$ cat src/rtl/ctrl_pkg.sv
// ctrl_pkg: shared definitions for the MIPS pipeline control.
//   - opcode constants (instruction[31:26])
//   - ALU-op codes driven into the EX stage
//   - packed control word produced by ctrl_decode, and its all-zero bubble
package ctrl_pkg;

  localparam int CTRL_OPW    = 6;
  localparam int CTRL_ALUOPW = 3;

  localparam logic [CTRL_OPW-1:0] OP_RTYPE = 6'b000000;
  localparam logic [CTRL_OPW-1:0] OP_J     = 6'b000010;
  localparam logic [CTRL_OPW-1:0] OP_BEQ   = 6'b000100;
  localparam logic [CTRL_OPW-1:0] OP_BNE   = 6'b000101;
  localparam logic [CTRL_OPW-1:0] OP_ADDI  = 6'b001000;
  localparam logic [CTRL_OPW-1:0] OP_SLTI  = 6'b001010;
  localparam logic [CTRL_OPW-1:0] OP_ANDI  = 6'b001100;
  localparam logic [CTRL_OPW-1:0] OP_ORI   = 6'b001101;
  localparam logic [CTRL_OPW-1:0] OP_LUI   = 6'b001111;
  // jr cannot share 001000 with addi, so it gets its own opcode here.
  localparam logic [CTRL_OPW-1:0] OP_JR    = 6'b010000;
  localparam logic [CTRL_OPW-1:0] OP_LW    = 6'b100011;
  localparam logic [CTRL_OPW-1:0] OP_SW    = 6'b101011;

  localparam logic [CTRL_ALUOPW-1:0] ALUOP_RTYPE  = 3'b000;
  localparam logic [CTRL_ALUOPW-1:0] ALUOP_BRANCH = 3'b001;
  localparam logic [CTRL_ALUOPW-1:0] ALUOP_MEM    = 3'b010;
  localparam logic [CTRL_ALUOPW-1:0] ALUOP_ADD    = 3'b011;
  localparam logic [CTRL_ALUOPW-1:0] ALUOP_AND    = 3'b100;
  localparam logic [CTRL_ALUOPW-1:0] ALUOP_OR     = 3'b101;
  localparam logic [CTRL_ALUOPW-1:0] ALUOP_SLT    = 3'b110;
  localparam logic [CTRL_ALUOPW-1:0] ALUOP_LUI    = 3'b111;

  typedef struct packed {
    logic                   regdst;
    logic                   alusrc;
    logic [CTRL_ALUOPW-1:0] aluop;
    logic                   branch;
    logic                   bne;
    logic                   memread;
    logic                   memwrite;
    logic                   regwrite;
    logic                   memtoreg;
    logic                   jump;
    logic                   jumpreg;
  } ctrl_word_t;

  localparam ctrl_word_t CTRL_BUBBLE = '0;

endpackage

$ cat src/rtl/ctrl_decode.sv
// ctrl_decode: purely combinational opcode -> control word decoder.
// Shared between the pipelined control and the single-cycle core.
// Ports:
//   valid   in   instruction is real; when 0 the word is a bubble
//   opcode  in   instruction[31:26]
//   ctrl    out  decoded control word (all zero for unknown opcodes)
//   uses_rt out  instruction reads rt as a source register
module ctrl_decode
  import ctrl_pkg::*;
(
  input  logic                valid,
  input  logic [CTRL_OPW-1:0] opcode,
  output ctrl_word_t          ctrl,
  output logic                uses_rt
);

  always_comb begin
    ctrl    = CTRL_BUBBLE;
    uses_rt = 1'b0;
    if (valid) begin
      case (opcode)
        OP_RTYPE: begin
          ctrl.regdst   = 1'b1;
          ctrl.regwrite = 1'b1;
          ctrl.aluop    = ALUOP_RTYPE;
          uses_rt       = 1'b1;
        end
        OP_BEQ: begin
          ctrl.branch = 1'b1;
          ctrl.aluop  = ALUOP_BRANCH;
          uses_rt     = 1'b1;
        end
        OP_BNE: begin
          ctrl.branch = 1'b1;
          ctrl.bne    = 1'b1;
          ctrl.aluop  = ALUOP_BRANCH;
          uses_rt     = 1'b1;
        end
        OP_LW: begin
          ctrl.alusrc   = 1'b1;
          ctrl.memread  = 1'b1;
          ctrl.memtoreg = 1'b1;
          ctrl.regwrite = 1'b1;
          ctrl.aluop    = ALUOP_MEM;
        end
        OP_SW: begin
          // sw reads rt as the store data, so it can hit a load-use hazard on rt
          ctrl.alusrc   = 1'b1;
          ctrl.memwrite = 1'b1;
          ctrl.aluop    = ALUOP_MEM;
          uses_rt       = 1'b1;
        end
        OP_ADDI: begin
          ctrl.alusrc   = 1'b1;
          ctrl.regwrite = 1'b1;
          ctrl.aluop    = ALUOP_ADD;
        end
        OP_ANDI: begin
          ctrl.alusrc   = 1'b1;
          ctrl.regwrite = 1'b1;
          ctrl.aluop    = ALUOP_AND;
        end
        OP_ORI: begin
          ctrl.alusrc   = 1'b1;
          ctrl.regwrite = 1'b1;
          ctrl.aluop    = ALUOP_OR;
        end
        OP_SLTI: begin
          ctrl.alusrc   = 1'b1;
          ctrl.regwrite = 1'b1;
          ctrl.aluop    = ALUOP_SLT;
        end
        OP_LUI: begin
          ctrl.alusrc   = 1'b1;
          ctrl.regwrite = 1'b1;
          ctrl.aluop    = ALUOP_LUI;
        end
        OP_J:    ctrl.jump    = 1'b1;
        OP_JR:   ctrl.jumpreg = 1'b1;
        default: ctrl         = CTRL_BUBBLE;
      endcase
    end
  end

endmodule

$ cat src/rtl/pipe_ctrl_unit.sv
// pipe_ctrl_unit: pipelined control for the 5-stage MIPS core.
// Decodes the IF/ID instruction, carries the control word through
// ID/EX, EX/MEM and MEM/WB, and produces stall/flush for load-use
// hazards, jumps and taken branches.
// Ports:
//   clk, rst_n                 clock, async active-low reset
//   id_valid/opcode/rs/rt      fields of the instruction in IF/ID
//   ex_branch_taken            branch condition evaluated in EX
//   pc_write, ifid_write       PC / IF/ID enables (0 during a stall)
//   ifid_flush                 zero IF/ID on the next edge
//   ex_*                       ID/EX control outputs and rt copy
//   mem_memread, mem_memwrite  EX/MEM control outputs
//   wb_regwrite, wb_memtoreg   MEM/WB control outputs
//   id_jump, id_jumpreg        combinational PC-mux redirect
module pipe_ctrl_unit
  import ctrl_pkg::*;
#(
  parameter int OPW            = 6,
  parameter int REGW           = 5,
  parameter int ALUOPW         = 3,
  parameter bit LOAD_USE_STALL = 1'b1
) (
  input  logic              clk,
  input  logic              rst_n,
  input  logic              id_valid,
  input  logic [OPW-1:0]    id_opcode,
  input  logic [REGW-1:0]   id_rs,
  input  logic [REGW-1:0]   id_rt,
  input  logic              ex_branch_taken,
  output logic              pc_write,
  output logic              ifid_write,
  output logic              ifid_flush,
  output logic [ALUOPW-1:0] ex_aluop,
  output logic              ex_alusrc,
  output logic              ex_regdst,
  output logic              ex_branch,
  output logic              ex_bne,
  output logic              ex_memread,
  output logic [REGW-1:0]   ex_rt,
  output logic              mem_memread,
  output logic              mem_memwrite,
  output logic              wb_regwrite,
  output logic              wb_memtoreg,
  output logic              id_jump,
  output logic              id_jumpreg
);

  ctrl_word_t id_ctrl;
  logic       id_uses_rt;
  logic       hazard;
  logic       branch_flush;
  logic       stall;
  logic       idex_bubble;

  // Stage-local control bits that are not ports themselves
  logic ex_memwrite, ex_regwrite, ex_memtoreg;
  logic mem_regwrite, mem_memtoreg;

  ctrl_decode u_decode (
    .valid   (id_valid),
    .opcode  (id_opcode),
    .ctrl    (id_ctrl),
    .uses_rt (id_uses_rt)
  );

  // A load in EX and a branch in EX are mutually exclusive, so branch-over-stall
  // priority only matters if the datapath ever injects both; it is kept explicit.
  always_comb begin
    branch_flush = ex_branch & ex_branch_taken;
    hazard = LOAD_USE_STALL & ex_memread & (ex_rt != '0) & id_valid &
             ((ex_rt == id_rs) | ((ex_rt == id_rt) & id_uses_rt));
    stall        = hazard & ~branch_flush;
    idex_bubble  = stall | branch_flush;
    pc_write     = ~stall;
    ifid_write   = ~stall;
    // A stalled jump is held in IF/ID and flushes when it is re-decoded.
    // Gated with rst_n so reset never requests a flush from whatever sits in IF/ID.
    ifid_flush   = rst_n & (branch_flush | (~stall & (id_ctrl.jump | id_ctrl.jumpreg)));
    id_jump      = id_ctrl.jump;
    id_jumpreg   = id_ctrl.jumpreg;
  end

  // ID/EX register: loads a bubble on stall or taken branch
  always_ff @(posedge clk or negedge rst_n) begin
    if (!rst_n) begin
      ex_aluop    <= '0;
      ex_alusrc   <= 1'b0;
      ex_regdst   <= 1'b0;
      ex_branch   <= 1'b0;
      ex_bne      <= 1'b0;
      ex_memread  <= 1'b0;
      ex_memwrite <= 1'b0;
      ex_regwrite <= 1'b0;
      ex_memtoreg <= 1'b0;
      ex_rt       <= '0;
    end else if (idex_bubble) begin
      ex_aluop    <= '0;
      ex_alusrc   <= 1'b0;
      ex_regdst   <= 1'b0;
      ex_branch   <= 1'b0;
      ex_bne      <= 1'b0;
      ex_memread  <= 1'b0;
      ex_memwrite <= 1'b0;
      ex_regwrite <= 1'b0;
      ex_memtoreg <= 1'b0;
      ex_rt       <= '0;
    end else begin
      ex_aluop    <= id_ctrl.aluop;
      ex_alusrc   <= id_ctrl.alusrc;
      ex_regdst   <= id_ctrl.regdst;
      ex_branch   <= id_ctrl.branch;
      ex_bne      <= id_ctrl.bne;
      ex_memread  <= id_ctrl.memread;
      ex_memwrite <= id_ctrl.memwrite;
      ex_regwrite <= id_ctrl.regwrite;
      ex_memtoreg <= id_ctrl.memtoreg;
      ex_rt       <= id_rt;
    end
  end

  // EX/MEM and MEM/WB always advance; a stall only freezes PC and IF/ID
  always_ff @(posedge clk or negedge rst_n) begin
    if (!rst_n) begin
      mem_memread  <= 1'b0;
      mem_memwrite <= 1'b0;
      mem_regwrite <= 1'b0;
      mem_memtoreg <= 1'b0;
      wb_regwrite  <= 1'b0;
      wb_memtoreg  <= 1'b0;
    end else begin
      mem_memread  <= ex_memread;
      mem_memwrite <= ex_memwrite;
      mem_regwrite <= ex_regwrite;
      mem_memtoreg <= ex_memtoreg;
      wb_regwrite  <= mem_regwrite;
      wb_memtoreg  <= mem_memtoreg;
    end
  end

endmodule

$ cat config.mk
export PLATFORM = sky130hd
export DESIGN_NAME = pipe_ctrl_unit
export DESIGN_NICKNAME = d
export VERILOG_FILES = /design/src/rtl/ctrl_pkg.sv /design/src/rtl/ctrl_decode.sv /design/src/rtl/pipe_ctrl_unit.sv
export SDC_FILE = /design/constraint.sdc
export NUM_CORES = 1
export LEC_CHECK = 0
export ABC_AREA = 1
export BUFFER_PORTS_ARGS = -buffer_cell sky130_fd_sc_hd__buf_2
export CAP_MARGIN = 0
export CORE_AREA = 2 2 53 55
export CTS_BUF_LIST = sky130_fd_sc_hd__clkbuf_8
export CTS_CLUSTER_DIAMETER = 50
export CTS_CLUSTER_SIZE = 12
export DETAILED_ROUTE_END_ITERATION = 6
export DIE_AREA = 0 0 55 57
export HOLD_SLACK_MARGIN = 0.02
export PLACE_DENSITY = 0.76
export SYNTH_ARGS = -nofsm -noshare
export SYNTH_HDL_FRONTEND = slang
export SYNTH_SLANG_ARGS = --single-unit
$ cat constraint.sdc
create_clock -name clk -period 1.3 [get_ports clk]
set_input_delay 0.195 -clock clk [delete_from_list [all_inputs] [get_ports clk]]
set_output_delay 0.195 -clock clk [all_outputs]
set_load 0.005 [all_outputs]
Yosys cells after proc, flatten, opt, wreduce, memory -nomap -nowiden
Cells that the tools add are included.
Storage, ports and cells
  flip-flop bits (word level): 22
  logic and storage cells: 73
  output and inout port bits: 22
Operators by class
  multiplexer cells: 23
  bitwise logic cells: 14
  eq/ne operators: 13
  reductions and logical operators: 7
Operator list (count)
  6-bit by 4-bit == test with 1-bit output, second input constant: 5
  3-bit one-hot mux with 7 select lines: 1
  1-bit 2-to-1 mux: 19
  7-bit OR reduction: 2
  13-bit 2-to-1 mux: 1
  6-bit by 3-bit == test with 1-bit output, second input constant: 2
  6-bit == test, second input constant: 2
  5-bit == test: 2
  1-bit bitwise AND: 8
  6-bit by 2-bit == test with 1-bit output, second input constant: 1
  6-bit by 5-bit == test with 1-bit output, second input constant: 1
  6-bit logical NOT: 1
  5-bit 2-to-1 mux: 1
  5-bit nonzero test: 1
  1-bit OR: 4
  2-bit OR reduction: 2
  4-bit OR reduction: 1
  3-bit 2-to-1 mux: 1
  1-bit inverter: 2

Logic depth before layout (Yosys ltp)
  depth in word-level cells: 12
  depth in mapped cells: 11
  gate-level depth less buffers: 10

By module
From an unflattened synthesis, not the netlist that was laid out.
Second synthesis, totals
  cell total of the unflattened synthesis: 173
  area total of the unflattened synthesis: 1226.2 µm²
By module, submodules not included
  pipe_ctrl_unit: times used 1, cells an instance 113, seq. area each 550.5 µm², area an instance 935.9 µm²
  ctrl_decode: times used 1, cells an instance 60, seq. area each 0.0 µm², area an instance 290.3 µm²

Least setup slack after synthesis
No wires, ideal clock.
  path type: register -> output
  from: reg ex_rt[0]
  to: out pc_write
  path slack: 0.001 ns
  arrival time: 1.104 ns
  required time: 1.105 ns
  stages on the path, launching flop included: 8
  path buffers: 1
  cells stage by stage: dfrtp_1 xnor2_1 nand2_1 nor2_1 nand2_1 nand2_2 nand3_1 buf_4
Between the ends
  longest elaborated chain between the ends: 6
  elaborated cells on any way between the ends: 10
  classes of those cells: 2 x eq/ne; 7 x bitwise; 1 x reduce/logical
Ends and longest elaborated chain
  from (decl): RTL line pipe_ctrl_unit.sv:39  | output logic [REGW-1:0] ex_rt,
  from (signal assigned): RTL line pipe_ctrl_unit.sv:117  | ex_rt <= id_rt;
  5-bit == test / 5-bit nonzero test (equally long branches): RTL line pipe_ctrl_unit.sv:71, pipe_ctrl_unit.sv:70
  1-bit bitwise AND (on tied branches): RTL line pipe_ctrl_unit.sv:71, pipe_ctrl_unit.sv:70
  1-bit OR / 1-bit bitwise AND (equally long branches): RTL line pipe_ctrl_unit.sv:71, pipe_ctrl_unit.sv:70
  1-bit bitwise AND *: RTL line pipe_ctrl_unit.sv:70  | hazard = LOAD_USE_STALL & ex_memread & (ex_rt != '0) & id_valid &
  1-bit bitwise AND *: RTL line pipe_ctrl_unit.sv:72  | stall = hazard & ~branch_flush;
  1-bit inverter *
  to (decl): RTL line pipe_ctrl_unit.sv:30  | output logic pc_write,
Every way passes the cells marked *; elsewhere a longest branch is shown, timed or not.

Worst setup path in the final report
  from: reg ex_rt[3]
  to: out ifid_flush
Between the ends
  longest elaborated chain between the ends: 9
  elaborated cells on any way between the ends: 13
  classes of those cells: 2 x eq/ne; 10 x bitwise; 1 x reduce/logical
Ends and longest elaborated chain
  5-bit == test / 5-bit nonzero test (equally long branches): RTL line pipe_ctrl_unit.sv:71, pipe_ctrl_unit.sv:70
  1-bit bitwise AND (on tied branches): RTL line pipe_ctrl_unit.sv:71, pipe_ctrl_unit.sv:70
  1-bit OR / 1-bit bitwise AND (equally long branches): RTL line pipe_ctrl_unit.sv:71, pipe_ctrl_unit.sv:70
  1-bit bitwise AND *: RTL line pipe_ctrl_unit.sv:70
  1-bit bitwise AND *: RTL line pipe_ctrl_unit.sv:72
  1-bit inverter *: RTL line pipe_ctrl_unit.sv:78  | ifid_flush = rst_n & (branch_flush | (~stall & (id_ctrl.jump | id_ctrl.jumpreg)));
  1-bit bitwise AND *: RTL line pipe_ctrl_unit.sv:78
  1-bit OR *: RTL line pipe_ctrl_unit.sv:78
  1-bit bitwise AND *: RTL line pipe_ctrl_unit.sv:78
  to (decl): RTL line pipe_ctrl_unit.sv:32  | output logic ifid_flush,
Marked as above.

==> summary.md <==
| Metric | Value |
|---|---|
| Hold wc startpoint | `id_rt[2]` |
| Post-Syn Nets | `166` |
| Syn_area_per_cell | `7.59 sq um` |
| Final Critical Period | `about 1.6 ns` |
| Detail Placement HPWL | `1900 microns` |
| RSZ-0062 raised after global routing | `true` |
| Clock slew at reported path FFs | `~0.07 ns` |
| TritonCTS Buffers | `3` |
| Avg WL per Cell | `just under 10 microns` |
| Final Setup Violations | `18` |
| Yosys cell types | `20` |
| Vias in the first global route | `929` |
| Biggest register | `ex_rt` |
| Register area share after synthesis | `0.451` |
| DRC Markers | `0` |
| Gate Count Post-Synth | `146` |
| Worst-Margin Slew | `0.238 ns` |
| Worst hold path cell count | `3` |
| Clock Sinks | `20` |
| P&R area growth vs syn | `42.2%` |
| Outcome | `finished with violations` |
| Critical path class | `reg2out` |
| First-pass GRT wire length | `3770 microns` |
| CP Data Required Time | `about 1.1 ns` |
| P_leak | `0.965 nW` |
| Routed Antenna Nets | `0` |
| Register area | `500 sq um` |
| Internal power | `1.02 mW` |
| Largest net degree at the start of global routing | `21` |
| Die width | `around 55 microns` |
| Cell taking the most area after synthesis | `dfrtp_1` |
| Sw Share | `0.236` |
| Pwr/cell area | `845 nW/um^2` |
| Routability congestion estimate | `0.852` |
| Hold WC Path Type | `in2reg` |
| Net Sw Power | `0.314 mW` |
| Reg power frac | `0.488` |
| Detail-routed via count per cell | `between 4 and 5` |
| Final-report max-slew violation count | `0` |
| Starting Density | `0.424` |
| Area of the multi-input gates | `500 sq um` |
| Reg-to-reg endpoint | `ex_regdst$_DFF_PN0_` |
| Area contributors post-synth | `dfrtp_1 45%, nand2_1 13%, inv_1 7.4%` |
| Fin crit share | `1.26` |
| Initial antenna violation count | `0` |
| FILL cells | `about 260` |
| Htree depth | `1` |
| Cells on worst reg2reg path | `11` |
| Kind of end point of the critical path | `primary output` |
| DRT Pass-1 Iters | `4` |
| Antenna Diode Count | `0` |
| Yosys warns | `0` |
| Reg2reg start | `ex_rt[3]$_DFF_PN0_` |
| R2R setup slack | `-0.17 ns` |
| Initial DRC Count | `16` |
| Yosys top cell area share | `0.451` |
| Die area | `approximately 3100 sq um` |
| Die span in y | `57 microns` |
| Failing checks | `negative setup slack` |
| Pwr Total | `~1.3 mW` |
| Flop and latch count out of synthesis | `20` |
| Fraction of layout cells with a size suffix above 1 | `0.439` |
| Fmax | `611 MHz` |
| Non-filler cells in the finished layout | `243` |
| Fin. Hold Viols | `0` |
| Via Count | `1074` |
| Final net count | `233` |
| Io pins | `42` |
| Peak supply drop | `around 0.6 mV` |
| Max FFs per register | `5` |
| Final WS setup | `-0.337 ns` |
| Combinational Power Share | `0.169` |
| CP arrival | `about 1.4 ns` |
| Num rows | `19` |
| Slew Limit Headroom | `0.839` |
| Worst-Skew Late Latency | `0.25 ns` |
| MaxCap Viol Count | `0` |
| Clock Path Buffers | `2` |
| Total Routing Usage GR | `0.162` |
| Max FO, Critical Path | `3` |
| Largest regs | `ex_rt x5, ex_aluop x3` |
| Final Skew | `between 0.002 and 0.0025 ns` |
| TritonCTS clock tree | `yes` |
| Post-Route WL | `2410 microns` |
| CP Launch Type | `flop` |
| CORE AREA | `2620 sq um` |
| Inst Count DP | `236` |
| Clk pwr share | `0.343` |
| Worst hold endpoint | `ex_rt[2]$_DFF_PN0_` |
| CTS root buf | `clkbuf_8` |
| Post-synthesis instance area | `1110 sq um` |
| IO Port Bufs | `41` |
| Grt total ovfl | `0` |
-- timing repair --
item / 4_1_cts / 5_1_grt
endpoints found under the hold margin: 20 / 0
setup endpoints to repair: 18 / 19
buffers inserted: 0 / 2
hold buffers: 1 / 0
resized for setup: 2 / 4
pin swaps: 5 / 5
-- final cells by class --
cell class                      count  area share
Clock buffer                        4      0.0349
Inverter                           25      0.0595
Multi-Input combinational cell     98       0.317
Sequential cell                    20       0.317
Tap cell                           31      0.0246
Timing Repair Buffer               65       0.246
-- worst max-delay path, stage by stage (launching register included) --
cell	delay (ns)
dfrtp_1	0.41
inv_2	0.08
nand2_1	0.05
nand2_1	0.05
nand3_1	0.07
nor2_1	0.10
nand2_1	0.07
nand2_2	0.07
nand3_2	0.07
nand2_1	0.07
inv_1	0.03
buf_2	0.11
-- logic make-up (layout without fill, tap and decap cells) --
family | Yosys count | in the layout | synth area share
buf+inv | 28 | 94 | 0.113
simple gates | 89 | 89 | 0.377
flops | 20 | 20 | 0.451
compound gates | 4 | 4 | 0.0192
xor+xnor | 5 | 5 | 0.0395
-- power by group through the flow --
stage | Clock (mW) | Combinational (mW) | Sequential [mW]
after floorplan | 0 | 0.0884 | 0.663
after detailed placement | 0 | 0.215 | 0.661
after global routing | 0.490 | 0.255 | 0.652
after CTS | 0.467 | 0.219 | 0.649
after global placement | 0 | 0.214 | 0.661
final | 0.457 | 0.226 | 0.650
-- how the worst max path moves through the flow --
| stage | startpoint | to | slack [ns] | cells after the start |
|---|---|---|---|---|
| 2_1_floorplan | ex_rt[0]$_DFF_PN0_ | pc_write | 0.001 | 7 |
| 3_3_place_gp | ex_rt[2]$_DFF_PN0_ | ifid_flush | -0.10 | 10 |
| 3_5_place_dp | ex_rt[0]$_DFF_PN0_ | ifid_flush | -0.11 | 9 |
| 4_1_cts | ex_rt[4]$_DFF_PN0_ | ifid_flush | -0.36 | 11 |
| 5_1_grt | ex_rt[3]$_DFF_PN0_ | ifid_flush | -0.50 | 11 |
| 6_report | ex_rt[3]$_DFF_PN0_ | ifid_flush | -0.34 | 11 |
-- synth_stat cells --
cell / instances
o22ai_1: 1
xnor2_1: 3
nor3_1: 4
inv_2: 3
buf_12: 1
nor2_1: 17
nor2_4: 2
nor2_2: 10
o21ai_0: 2
nand3_1: 11
nand2_1: 37
xor2_1: 2
buf_4: 1
clkbuf_1: 1
nand4_1: 3
nand2_4: 1
nand2_2: 4
a21oi_1: 1
dfrtp_1: 20
inv_1: 22
-- per-stage QoR --
stage          setup TNS (ns)  utilization  area [sq um]  hold WS, ns  worst slack [ns]
3_5_place_dp           -0.855        0.566          1480        0.218            -0.107
2_1_floorplan               0            -          1110       -0.101           0.00114
5_1_grt                 -5.63        0.603          1580        0.172            -0.503
3_3_place_gp           -0.637        0.566          1480        0.227            -0.100
4_1_cts                 -1.86        0.592          1550        0.174            -0.359
6_report                -2.99        0.603          1580        0.174            -0.337
-- placed cells by master, fill, tap and decap left out --
cell | synthesis | routed
nor2_4 | 2 | 3
dlygate4sd3_1 | 0 | 1
nor3_1 | 4 | 3
nand3_1 | 11 | 10
dfrtp_1 | 20 | 20
a21oi_1 | 1 | 1
nor2_2 | 10 | 10
xnor2_1 | 3 | 3
clkbuf_8 | 0 | 4
nand2_2 | 4 | 4
inv_1 | 22 | 20
buf_4 | 1 | 23
nand3_2 | 0 | 1
inv_2 | 3 | 5
buf_2 | 0 | 41
nand2_4 | 1 | 1
nor2_1 | 17 | 16
xor2_1 | 2 | 2
nand4_1 | 3 | 3
o22ai_1 | 1 | 1
nor3_2 | 0 | 1
nand2_1 | 37 | 37
o21ai_0 | 2 | 2
-- per-layer routing --
| layer | GRT usage | vias up | wire length (microns) |
|---|---|---|---|
| li1 | - | 578 | - |
| met1 | 0.221 | 464 | 1100 |
| met2 | 0.260 | 30 | 1140 |
| met3 | 0.0183 | 2 | 145 |
| met4 | 0.0627 | 0 | 22 |
| met5 | 0 | - | 0 |
No activity file was read; power rests on OpenSTA's default activity.
